===== src/rtl/hazard_pkg.sv =====
// rtl/hazard_pkg.sv - shared slot type and constants for the rv32i hazard scoreboard
package hazard_pkg;

  // Register address width carried inside each scoreboard slot
  localparam int SLOT_AW = 5;

  // Forward select meaning "use the register file value"
  localparam int FWD_NONE = 0;

  // Register x0 is hard-wired to zero and never creates a dependency
  localparam logic [SLOT_AW-1:0] REG_X0 = '0;

  typedef struct packed {
    logic               valid;
    logic [SLOT_AW-1:0] rd;
    logic               reg_write;
    logic               is_load;
    logic [SLOT_AW-1:0] rs1;
    logic [SLOT_AW-1:0] rs2;
    logic               uses_rs1;
    logic               uses_rs2;
  } slot_t;

endpackage


===== src/rtl/hazard_slot_match.sv =====
// rtl/hazard_slot_match.sv - compares one in-flight slot against one consumer source register
module hazard_slot_match
  import hazard_pkg::*;
(
  input  logic               slot_valid,
  input  logic               slot_reg_write,
  input  logic               slot_is_load,
  input  logic [SLOT_AW-1:0] slot_rd,
  input  logic [SLOT_AW-1:0] src,
  input  logic               src_used,
  output logic               hit,
  output logic               is_load
);

  // The slot produces a value the consumer really reads; x0 never matches
  assign hit     = slot_valid && slot_reg_write && src_used &&
                   (src != REG_X0) && (slot_rd == src);
  assign is_load = slot_is_load;

endmodule


===== src/rtl/rv32i_hazard_scoreboard.sv =====
// rtl/rv32i_hazard_scoreboard.sv - slot-based stall/flush/forward unit for the pipelined rv32i core
module rv32i_hazard_scoreboard
  import hazard_pkg::*;
#(
  parameter int NUM_SLOTS       = 3,
  parameter int LOAD_READY_SLOT = 2,
  parameter int REG_AW          = 5,
  parameter int FWD_W           = $clog2(NUM_SLOTS)
) (
  input  logic              clk,
  input  logic              rst,
  input  logic              ena,
  input  logic              valid_d,
  input  logic [REG_AW-1:0] rs1_d,
  input  logic [REG_AW-1:0] rs2_d,
  input  logic              uses_rs1_d,
  input  logic              uses_rs2_d,
  input  logic [REG_AW-1:0] rd_d,
  input  logic              reg_write_d,
  input  logic              is_load_d,
  input  logic              pc_src_e,
  input  logic              mem_busy,
  output logic              stall_f,
  output logic              stall_d,
  output logic              flush_d,
  output logic              flush_e,
  output logic              freeze_back,
  output logic [FWD_W-1:0]  forward_a_e,
  output logic [FWD_W-1:0]  forward_b_e,
  output logic [31:0]       stall_count
);

  slot_t slots [NUM_SLOTS];
  slot_t next_slot0;

  logic [NUM_SLOTS-1:0] e_hit_a, e_ld_a, e_hit_b, e_ld_b;
  logic [NUM_SLOTS-1:0] d_hit_a, d_ld_a, d_hit_b, d_ld_b;

  logic load_hazard;
  logic stall_int, flush_e_int, flush_d_int, freeze_int;
  logic [FWD_W-1:0] fwd_a, fwd_b;

  // Execute view (slot 0 sources) and Decode view against every slot
  for (genvar k = 0; k < NUM_SLOTS; k++) begin : g_match
    hazard_slot_match u_e_a (
      .slot_valid(slots[k].valid), .slot_reg_write(slots[k].reg_write),
      .slot_is_load(slots[k].is_load), .slot_rd(slots[k].rd),
      .src(slots[0].rs1), .src_used(slots[0].uses_rs1),
      .hit(e_hit_a[k]), .is_load(e_ld_a[k])
    );
    hazard_slot_match u_e_b (
      .slot_valid(slots[k].valid), .slot_reg_write(slots[k].reg_write),
      .slot_is_load(slots[k].is_load), .slot_rd(slots[k].rd),
      .src(slots[0].rs2), .src_used(slots[0].uses_rs2),
      .hit(e_hit_b[k]), .is_load(e_ld_b[k])
    );
    hazard_slot_match u_d_a (
      .slot_valid(slots[k].valid), .slot_reg_write(slots[k].reg_write),
      .slot_is_load(slots[k].is_load), .slot_rd(slots[k].rd),
      .src(rs1_d), .src_used(uses_rs1_d),
      .hit(d_hit_a[k]), .is_load(d_ld_a[k])
    );
    hazard_slot_match u_d_b (
      .slot_valid(slots[k].valid), .slot_reg_write(slots[k].reg_write),
      .slot_is_load(slots[k].is_load), .slot_rd(slots[k].rd),
      .src(rs2_d), .src_used(uses_rs2_d),
      .hit(d_hit_b[k]), .is_load(d_ld_b[k])
    );
  end

  // A Decode consumer must wait while its load producer is too young to forward
  always_comb begin
    load_hazard = 1'b0;
    for (int k = 0; k < NUM_SLOTS; k++) begin
      if ((k + 1 < LOAD_READY_SLOT) &&
          ((d_hit_a[k] && d_ld_a[k]) || (d_hit_b[k] && d_ld_b[k])))
        load_hazard = 1'b1;
    end
  end

  // Youngest usable producer wins; young loads are skipped since the stall covers them
  always_comb begin
    fwd_a = FWD_W'(FWD_NONE);
    fwd_b = FWD_W'(FWD_NONE);
    for (int k = NUM_SLOTS - 1; k >= 0; k--) begin
      if (k != 0 && e_hit_a[k] && !(e_ld_a[k] && k < LOAD_READY_SLOT))
        fwd_a = FWD_W'(k);
      if (k != 0 && e_hit_b[k] && !(e_ld_b[k] && k < LOAD_READY_SLOT))
        fwd_b = FWD_W'(k);
    end
  end

  // A taken branch overrides a load stall; memory back-pressure holds everything
  always_comb begin
    stall_int   = (load_hazard && !pc_src_e) || mem_busy || !ena;
    flush_e_int = (load_hazard || pc_src_e) && !mem_busy && ena;
    flush_d_int = pc_src_e && !mem_busy && ena;
    freeze_int  = mem_busy || !ena;
  end

  // Outputs read as zero for the whole time reset is held
  always_comb begin
    stall_f     = rst && stall_int;
    stall_d     = rst && stall_int;
    flush_e     = rst && flush_e_int;
    flush_d     = rst && flush_d_int;
    freeze_back = rst && freeze_int;
    forward_a_e = (rst && slots[0].valid) ? fwd_a : FWD_W'(FWD_NONE);
    forward_b_e = (rst && slots[0].valid) ? fwd_b : FWD_W'(FWD_NONE);
  end

  // Decode instruction entering Execute, or a bubble when stalled/flushed
  always_comb begin
    next_slot0 = '0;
    if (valid_d && !stall_int && !flush_e_int) begin
      next_slot0.valid     = 1'b1;
      next_slot0.rd        = rd_d;
      next_slot0.reg_write = reg_write_d;
      next_slot0.is_load   = is_load_d;
      next_slot0.rs1       = rs1_d;
      next_slot0.rs2       = rs2_d;
      next_slot0.uses_rs1  = uses_rs1_d;
      next_slot0.uses_rs2  = uses_rs2_d;
    end
  end

  // Shift the in-flight window one stage whenever the back end advances
  always_ff @(posedge clk or negedge rst) begin
    if (!rst) begin
      for (int k = 0; k < NUM_SLOTS; k++) slots[k] <= '0;
    end else if (ena && !mem_busy) begin
      for (int k = NUM_SLOTS - 1; k > 0; k--) slots[k] <= slots[k-1];
      slots[0] <= next_slot0;
    end
  end

  // Saturating count of stalled or frozen enabled cycles
  always_ff @(posedge clk or negedge rst) begin
    if (!rst) begin
      stall_count <= '0;
    end else if (ena && (stall_int || freeze_int) && (stall_count != 32'hFFFF_FFFF)) begin
      stall_count <= stall_count + 32'd1;
    end
  end

endmodule


===== config.mk =====
export PLATFORM = sky130hd
export DESIGN_NAME = rv32i_hazard_scoreboard
export DESIGN_NICKNAME = d
export VERILOG_FILES = /design/src/rtl/hazard_pkg.sv /design/src/rtl/hazard_slot_match.sv /design/src/rtl/rv32i_hazard_scoreboard.sv
export SDC_FILE = /design/constraint.sdc
export NUM_CORES = 1
export LEC_CHECK = 0
export CAP_MARGIN = 20
export CORE_MARGIN = 2
export CORE_UTILIZATION = 58
export CTS_BUF_LIST = sky130_fd_sc_hd__clkbuf_2 sky130_fd_sc_hd__clkbuf_4 sky130_fd_sc_hd__clkbuf_8
export DETAILED_ROUTE_END_ITERATION = 8
export PLACE_DENSITY = 0.88
export SETUP_SLACK_MARGIN = 0.4
export SYNTH_ARGS = -nofsm -noshare
export SYNTH_HDL_FRONTEND = slang
export SYNTH_SLANG_ARGS = --single-unit

===== constraint.sdc =====
create_clock -name clk -period 6.55 [get_ports clk]
set_input_delay 1.31 -clock clk [delete_from_list [all_inputs] [get_ports clk]]
set_output_delay 1.31 -clock clk [all_outputs]
set_load 0.02 [all_outputs]

==> metrics.csv, run 1 <==
stage;metric;value;unit
run_status;outcome;complete, no violations;
clocking;cts_hold_repair.buffers;0;
clocking;cts-resized-gates;0;
die;core_area;0.00585;mm^2
layout;layout-area-overhead-vs-synth;24.5;%
place;placement.io_buffers;65;
die;top_level_ports;66;
global_routing;grt_util_all_layers;28.1;%
flow_run;cap_viol_max_count;0;
clocking;cts_root_buf;sky130_fd_sc_hd__clkbuf_8;
power_and_ir_drop;power_density;216;mW/mm^2
timing;final_hold_violating_endpoints;0;
critical_path;timing_worst_setup_path_type;in -> out;
critical_path;start_kind;primary input;
logic_synthesis;synth_sequential_area_ratio;48.1;%
global_routing;grt_pass1_vias;2839;
timing;final.hold.worst_slack;0.500;ns
detailed_routing;vias;2912;
min_path;min_path_type;reg -> reg;
clocking;cts_setup_buffers;0;
global_routing;grt_max_degree;57;
clocking;clock_tree.buffer_depth;2;
timing;slew_headroom;37.5;%
global_routing;gr-total-overflow;0;
detailed_routing;post-route-drc-count;0;
timing;final-max-slew-violation-count;0;
timing;clock_skew;0.00466;ns
critical_path;crit_required;5.24;ns
place;gp_routability_congestion;0.991;
power_and_ir_drop;static-leakage-power;0.00187;uW
critical_path;crit_arrival;3.69;ns
timing;setup-tns-final;0;ns
layout;fraction_of_final_layout_cells_with_drive_strength_greater_than_1;9.33;%
global_routing;grt_pass1_wl;13900;um
logic_synthesis;synthesis.nets;374;
detailed_routing;totalWireLength;8510;um
critical_path;crit_path_start;rs2_d[2];
detailed_routing;wirelength_met1;3730;um
logic_synthesis;synthesis.area;0.00348;mm^2
detailed_routing;vias_per_cell;5.91;
min_path;timing.hold.worst.start;stall_count[23];
layout;layout.filler_cells;413;
layout;nNetsFinal;440;
logic_synthesis;synth_flop_cell;sky130_fd_sc_hd__dfrtp_1;
layout;n_antenna_cell;0;
detailed_routing;topRoutingLayerUsed;met4;
die;die_width;81.5;um
die;initial_core_util;59.5;%
timing;finalCritPeriodShare;76.4;%
critical_path;crit_path_max_fanout;3;
logic_synthesis;yosysUniqueCellTypes;47;
clocking;htreeDepth;3;
critical_path;reg2reg_setup_slack;3.94;ns
timing;unrepaired_setup_endpoints_after_global_routing;no;
die;design.die.area;0.00664;mm^2
clocking;numClockSinks;67;
clocking;clkLatencyLatePin;0.34;ns
timing;min_period;5.00;ns
critical_path;r2r_start;stall_count[0];
logic_synthesis;synthesis.yosys.warnings;0;
clocking;clk_pin_slew_worst_paths;0.07;ns
logic_synthesis;synth.avg_cell_area;10.0;um^2
detailed_routing;met3RoutedLength;583;um
critical_path;timing.critical_path.to_type;output port;
detailed_routing;detail_route.wl_per_cell;17.3;um
clocking;cts_buffers;9;
logic_synthesis;synth_cells;348;
global_routing;antenna_violations_before_repair;0;
detailed_routing;drtAntennaViolNets;0;
timing;timing.fmax;0.200;GHz
logic_synthesis;async_flop_share;100;%
place;detailedPlacementHpwl;5750;um
timing;final-setup-viol-count;0;
power_and_ir_drop;irDropWorstVdd;0.201;mV
logic_synthesis;synth.ff_latch_count;67;
detailed_routing;wl_met2;4050;um
die;floorplan.rows;28;
clocking;clock_tree_from_tritoncts;done;
die;die_y;81.5;um
detailed_routing;drt_first_pass_iters;5;
detailed_routing;detail_route.iter0.violations;253;
logic_synthesis;synth_edf_count;0;
timing;worst_max_slew_pin_slew;0.930;ns
[flip-flops by register name, indices dropped and copies added, names as in the netlist]
name         cells
slots           35
stall_count     32
[stage by stage]
step / area [um^2] / cells / worst slack [ns] / total power, uW / util, %
6_report: 4330 / 493 / 1.55 / 934 / 74.1
3_3_place_gp: 4170 / 478 / 1.64 / 632 / 71.2
5_1_grt: 4330 / 493 / 1.40 / 972 / 74.1
4_1_cts: 4330 / 493 / 1.55 / 937 / 74.1
2_1_floorplan: 3480 / 348 / 2.62 / 565 / -
3_5_place_dp: 4170 / 478 / 1.59 / 639 / 71.2
[cells in the final DEF, fill, tap and decap left out, types with 2 or more instances in the layout]
cell type,synthesis,final
sky130_fd_sc_hd__nor2_1,8,8
sky130_fd_sc_hd__and3_1,8,8
sky130_fd_sc_hd__xnor2_1,47,47
sky130_fd_sc_hd__buf_4,1,5
sky130_fd_sc_hd__nor2b_1,3,3
sky130_fd_sc_hd__or4_1,5,5
sky130_fd_sc_hd__nor4_1,5,5
sky130_fd_sc_hd__and4_2,3,3
sky130_fd_sc_hd__xor2_1,13,13
sky130_fd_sc_hd__clkinvlp_4,0,2
sky130_fd_sc_hd__clkbuf_8,1,10
sky130_fd_sc_hd__dfrtp_1,67,67
sky130_fd_sc_hd__nor4b_1,2,2
sky130_fd_sc_hd__inv_1,3,3
sky130_fd_sc_hd__nand4_1,13,13
sky130_fd_sc_hd__and2_1,4,4
sky130_fd_sc_hd__a21oi_1,2,2
sky130_fd_sc_hd__and3_2,2,2
sky130_fd_sc_hd__nand4_2,2,2
sky130_fd_sc_hd__o21ai_0,3,3
sky130_fd_sc_hd__clkinv_2,0,3
sky130_fd_sc_hd__clkdlybuf4s50_1,0,64
sky130_fd_sc_hd__nand2_1,73,73
sky130_fd_sc_hd__nand3_1,18,18
sky130_fd_sc_hd__nor3_1,11,11
sky130_fd_sc_hd__a22o_1,19,19
sky130_fd_sc_hd__nand3_2,5,5
[layer usage]
metal / GRT usage (%) / vias up
met5: 0 / -
met4: 11.2 / 0
met3: 6.15 / 14
met2: 42.3 / 129
met1: 39.6 / 1421
li1: - / 1348
[synth_stat cells, types with 2 or more instances]
master                      n  area [um^2]
sky130_fd_sc_hd__a21oi_1    2         10.0
sky130_fd_sc_hd__a22o_1    19          166
sky130_fd_sc_hd__and2_1     4         25.0
sky130_fd_sc_hd__and3_1     8         50.1
sky130_fd_sc_hd__and3_2     2         15.0
sky130_fd_sc_hd__and4_2     3         30.0
sky130_fd_sc_hd__buf_2      2         10.0
sky130_fd_sc_hd__clkbuf_1   7         26.3
sky130_fd_sc_hd__dfrtp_1   67         1680
sky130_fd_sc_hd__inv_1      3         11.3
sky130_fd_sc_hd__nand2_1   73          274
sky130_fd_sc_hd__nand3_1   18         90.1
sky130_fd_sc_hd__nand3_2    5         50.1
sky130_fd_sc_hd__nand4_1   13         81.3
sky130_fd_sc_hd__nand4_2    2         25.0
sky130_fd_sc_hd__nor2_1     8         30.0
sky130_fd_sc_hd__nor2b_1    3         18.8
sky130_fd_sc_hd__nor3_1    11         55.1
sky130_fd_sc_hd__nor4_1     5         31.3
sky130_fd_sc_hd__nor4b_1    2         17.5
sky130_fd_sc_hd__o21ai_0    3         15.0
sky130_fd_sc_hd__or4_1      5         37.5
sky130_fd_sc_hd__xnor2_1   47          412
sky130_fd_sc_hd__xor2_1    13          114
[kinds of logic (layout without fill, tap and decap cells)]
family / count (synthesis) / count (layout) / synth area share (%)
xor gates and xnor gates: 60 / 60 / 15.1
and+or+nand+nor: 171 / 171 / 26.0
muxes: 1 / 1 / 0.323
buffers and inverters: 18 / 88 / 3.13
DFF: 67 / 67 / 48.1
AOI/OAI and AO/OA: 30 / 30 / 6.94
adders and majority gates: 1 / 1 / 0.359
[layout make-up]
class,count,area (um^2),share of cell area [%]
flip-flops and latches,67,1680,38.7
well taps,75,93.8,2.17
clock buffers,10,138,3.18
multi-input cells,263,1700,39.3
repair buffers,70,683,15.8
inverters,3,11.3,0.260
clock inverters,5,30.0,0.693
[worst paths after layout]
kind                                        end  cells after the start
worst max register to register   stall_count[1]                      7
worst max-delay path                    stall_d                      8
max in group asynchronous       stall_count[31]                      2
worst min register to register  stall_count[23]                      1
worst min-delay path            stall_count[23]                      1
min in group asynchronous             slots[51]                      1
[power by group]
| part | total [uW] | internal (uW) | switching [uW] |
|---|---|---|---|
| registers | 485 | 444 | 41.3 |
| clock network | 301 | 143 | 158 |
| logic | 148 | 76.5 | 71.5 |
[worst max-delay path: stages]
cell                              delay [ns]
sky130_fd_sc_hd__clkdlybuf4s50_1        0.44
sky130_fd_sc_hd__xor2_1                 0.16
sky130_fd_sc_hd__nor4_1                 0.58
sky130_fd_sc_hd__nand4_1                0.16
sky130_fd_sc_hd__nand2_1                0.16
sky130_fd_sc_hd__a21oi_1                0.08
sky130_fd_sc_hd__nor2b_1                0.17
sky130_fd_sc_hd__clkdlybuf4s50_1        0.63
Note: power is estimated with default switching activity, not from simulation.
==> inputs of run 2 (changes only) <==
- CORE_UTILIZATION: 58 -> 54
- PLACE_DENSITY: 0.88 -> 0.82
- clock period: 6.55 -> 4.9 ns (I/O delays scaled with it)
==> run 2 against run 1 <==
Effect of this change: non-clock buffer count did not move; sequential share of layout area shrank 0.29 points; count of clock-buffer cells in the layout is 1 higher; cell count up 0.61%; die area is 7.0% higher; sequential power rose by 33%; worst setup slack lost 0.88 ns; critical path type unchanged; largest cell class unchanged; largest power group unchanged.
==> metrics.csv, run 2 (synthesized netlist as in run 1, its figures left out) <==
stage;metric;value;unit
global_routing;antenna_violations_before_repair;0;
power_and_ir_drop;total_power;1300;uW
layout;layout.filler_cells;500;
detailed_routing;post-route-drc-count;0;
clocking;clock_tree_from_tritoncts;done;
power_and_ir_drop;power.share.switching;27.2;%
global_routing;grt_util_all_layers;23.5;%
timing;final-setup-viol-count;0;
place;placed_cell_area;0.00417;mm^2
global_routing;gr-total-overflow;0;
clocking;cts_hold_repair.buffers;0;
power_and_ir_drop;static-leakage-power;0.00189;uW
die;design.die.area;0.00711;mm^2
layout;layoutNonFillerInstCount;496;
critical_path;crit_path_cell_trace;clkdlybuf4s50_1 -> nand3_1 -> nor4_1 -> nand4_1 -> nand2_1 -> a21oi_1 -> nor2b_1 -> clkdlybuf4s50_1;
layout;largest_register_ff_count;35;
timing;min_period;4.24;ns
timing;worst_max_slew_pin_slew;0.991;ns
clocking;numClockSinks;67;
place;placedCellCount;480;
clocking;cts_setup_buffers;0;
global_routing;grt_pass1_wl;13400;um
layout;layout-area-overhead-vs-synth;25.4;%
die;core_area;0.00628;mm^2
critical_path;crit_path_max_cell_delay;0.64;ns
min_path;min_delay_path_depth;2;
global_routing;grt_pass1_vias;2863;
timing;final-max-slew-violation-count;0;
min_path;min_path_type;reg -> reg;
power_and_ir_drop;power_frac_comb;15.0;%
layout;final_instance_area;0.00437;mm^2
timing;slew_headroom;33.4;%
critical_path;crit_required;3.92;ns
power_and_ir_drop;power_frac_seq;49.6;%
clocking;clock_tree.buffer_depth;2;
timing;final_hold_violating_endpoints;0;
layout;fraction_of_final_layout_cells_with_drive_strength_greater_than_1;9.55;%
layout;layout.cells.most_common;sky130_fd_sc_hd__nand2_1;
timing;setup-tns-final;0;ns
clocking;clk_pin_slew_worst_paths;0.07;ns
power_and_ir_drop;irDropWorstVdd;0.279;mV
clocking;clkLatencyLatePin;0.34;ns
critical_path;start_kind;primary input;
die;floorplan.rows;29;
power_and_ir_drop;switching_pwr;355;uW
detailed_routing;vias_per_cell;5.68;
detailed_routing;detail_route.wl_per_cell;16.0;um
die;initial_core_util;55.5;%
detailed_routing;totalWireLength;7940;um
timing;unrepaired_setup_endpoints_after_global_routing;no;
clocking;cts_buffers;9;
place;placement.io_buffers;65;
power_and_ir_drop;p_int;947;uW
critical_path;timing_worst_setup_path_type;in -> out;
timing;finalCritPeriodShare;86.4;%
critical_path;crit_arrival;3.26;ns
run_status;outcome;complete, no violations;
clocking;cts_root_buf;sky130_fd_sc_hd__clkbuf_8;
power_and_ir_drop;power_frac_clock;35.5;%
layout;layout_common_cells;73 x sky130_fd_sc_hd__nand2_1, 67 x sky130_fd_sc_hd__dfrtp_1, 64 x sky130_fd_sc_hd__clkdlybuf4s50_1, 47 x sky130_fd_sc_hd__xnor2_1, 19 x sky130_fd_sc_hd__a22o_1;
critical_path;r2r_start;stall_count[0];
layout;largest_register;slots;
detailed_routing;drt_first_pass_iters;5;
critical_path;timing.critical_path.to_type;output port;
die;die_width;84.3;um
critical_path;timing.critical_path.mode_cell;sky130_fd_sc_hd__clkdlybuf4s50_1;
critical_path;reg2reg_setup_slack;2.28;ns
critical_path;crit-reg2reg-capture;stall_count[1];
critical_path;crit_path_max_fanout;3;
critical_path;rr_worst_depth;7;
global_routing;grt_max_degree;58;
critical_path;slowest_stage;sky130_fd_sc_hd__clkdlybuf4s50_1;
die;top_level_ports;66;
timing;clock_skew;0.0144;ns
timing;timing.fmax;0.236;GHz
detailed_routing;detail_route.iter0.violations;211;
place;detailedPlacementHpwl;5680;um
power_and_ir_drop;power_density;298;mW/mm^2
min_path;timing.hold.worst.start;slots[19];
detailed_routing;vias;2818;
layout;biggestRegsByFlops;slots: 35 flops, stall_count: 32 flops;
layout;n_antenna_cell;0;
clocking;cts-resized-gates;0;
die;die_y;84.3;um
clocking;htreeDepth;3;
timing;final.hold.worst_slack;0.479;ns
place;gp_routability_congestion;0.825;
detailed_routing;drtAntennaViolNets;0;
layout;nNetsFinal;440;
min_path;whs_endpoint;slots[19];
flow_run;cap_viol_max_count;0;
run 2: changes by cell type in the layout (fill, tap and decap cells not counted), sizes merged:
cell	before	now
clkinvlp	2	1
bufinv	0	1
clkbuf	10	11
run 2: critical path, delay by kind of cell:
| family | cells | cell delay (ns) |
|---|---|---|
| AOI/OAI and AO/OA | 1 | 0.08 |
| and+or+nand+nor | 5 | 1.05 |
| buffers and inverters | 2 | 1.14 |
run 2: power by group through the flow:
stage | clock, uW | combinational, uW | sequential (uW)
6_report | 461 | 195 | 646
5_1_grt | 492 | 214 | 653
4_1_cts | 463 | 197 | 645
3_5_place_dp | 0 | 196 | 656
3_3_place_gp | 0 | 190 | 655
2_1_floorplan | 0 | 94.3 | 660
run 2: final cells by class:
| cell class | instances | area (um^2) | area share (%) |
|---|---|---|---|
| Multi-Input combinational cell | 263 | 1700 | 39.0 |
| Sequential cell | 67 | 1680 | 38.4 |
| Timing Repair Buffer | 70 | 683 | 15.6 |
| Clock buffer | 11 | 145 | 3.32 |
| Tap cell | 77 | 96.3 | 2.21 |
| Clock inverter | 5 | 52.6 | 1.20 |
| Inverter | 3 | 11.3 | 0.258 |
run 2: metrics by stage:
step	util, %	setup WS (ns)
floorplan	-	1.63
global placement	66.4	0.722
detailed placement	66.4	0.672
CTS	69.6	0.661
global route	69.6	0.552
finish	69.6	0.665
run 2: how the worst max path moves through the flow:
stage	from	end	depth (start not counted)
5_1_grt	uses_rs2_d	stall_f	8
2_1_floorplan	rs2_d[2]	stall_f	7
3_3_place_gp	uses_rs2_d	stall_f	8
6_report	uses_rs2_d	stall_f	8
3_5_place_dp	uses_rs2_d	stall_f	8
4_1_cts	uses_rs2_d	stall_f	8
run 2: routing by layer:
layer	share of wire, %	global-route usage [%]	vias up	wire length, um
li1	-	-	1339	-
met1	47	32.7	1374	3700
met2	47	36.0	89	3730
met3	4.4	4.72	16	347
met4	2.0	10.3	0	162
met5	0	0	-	0
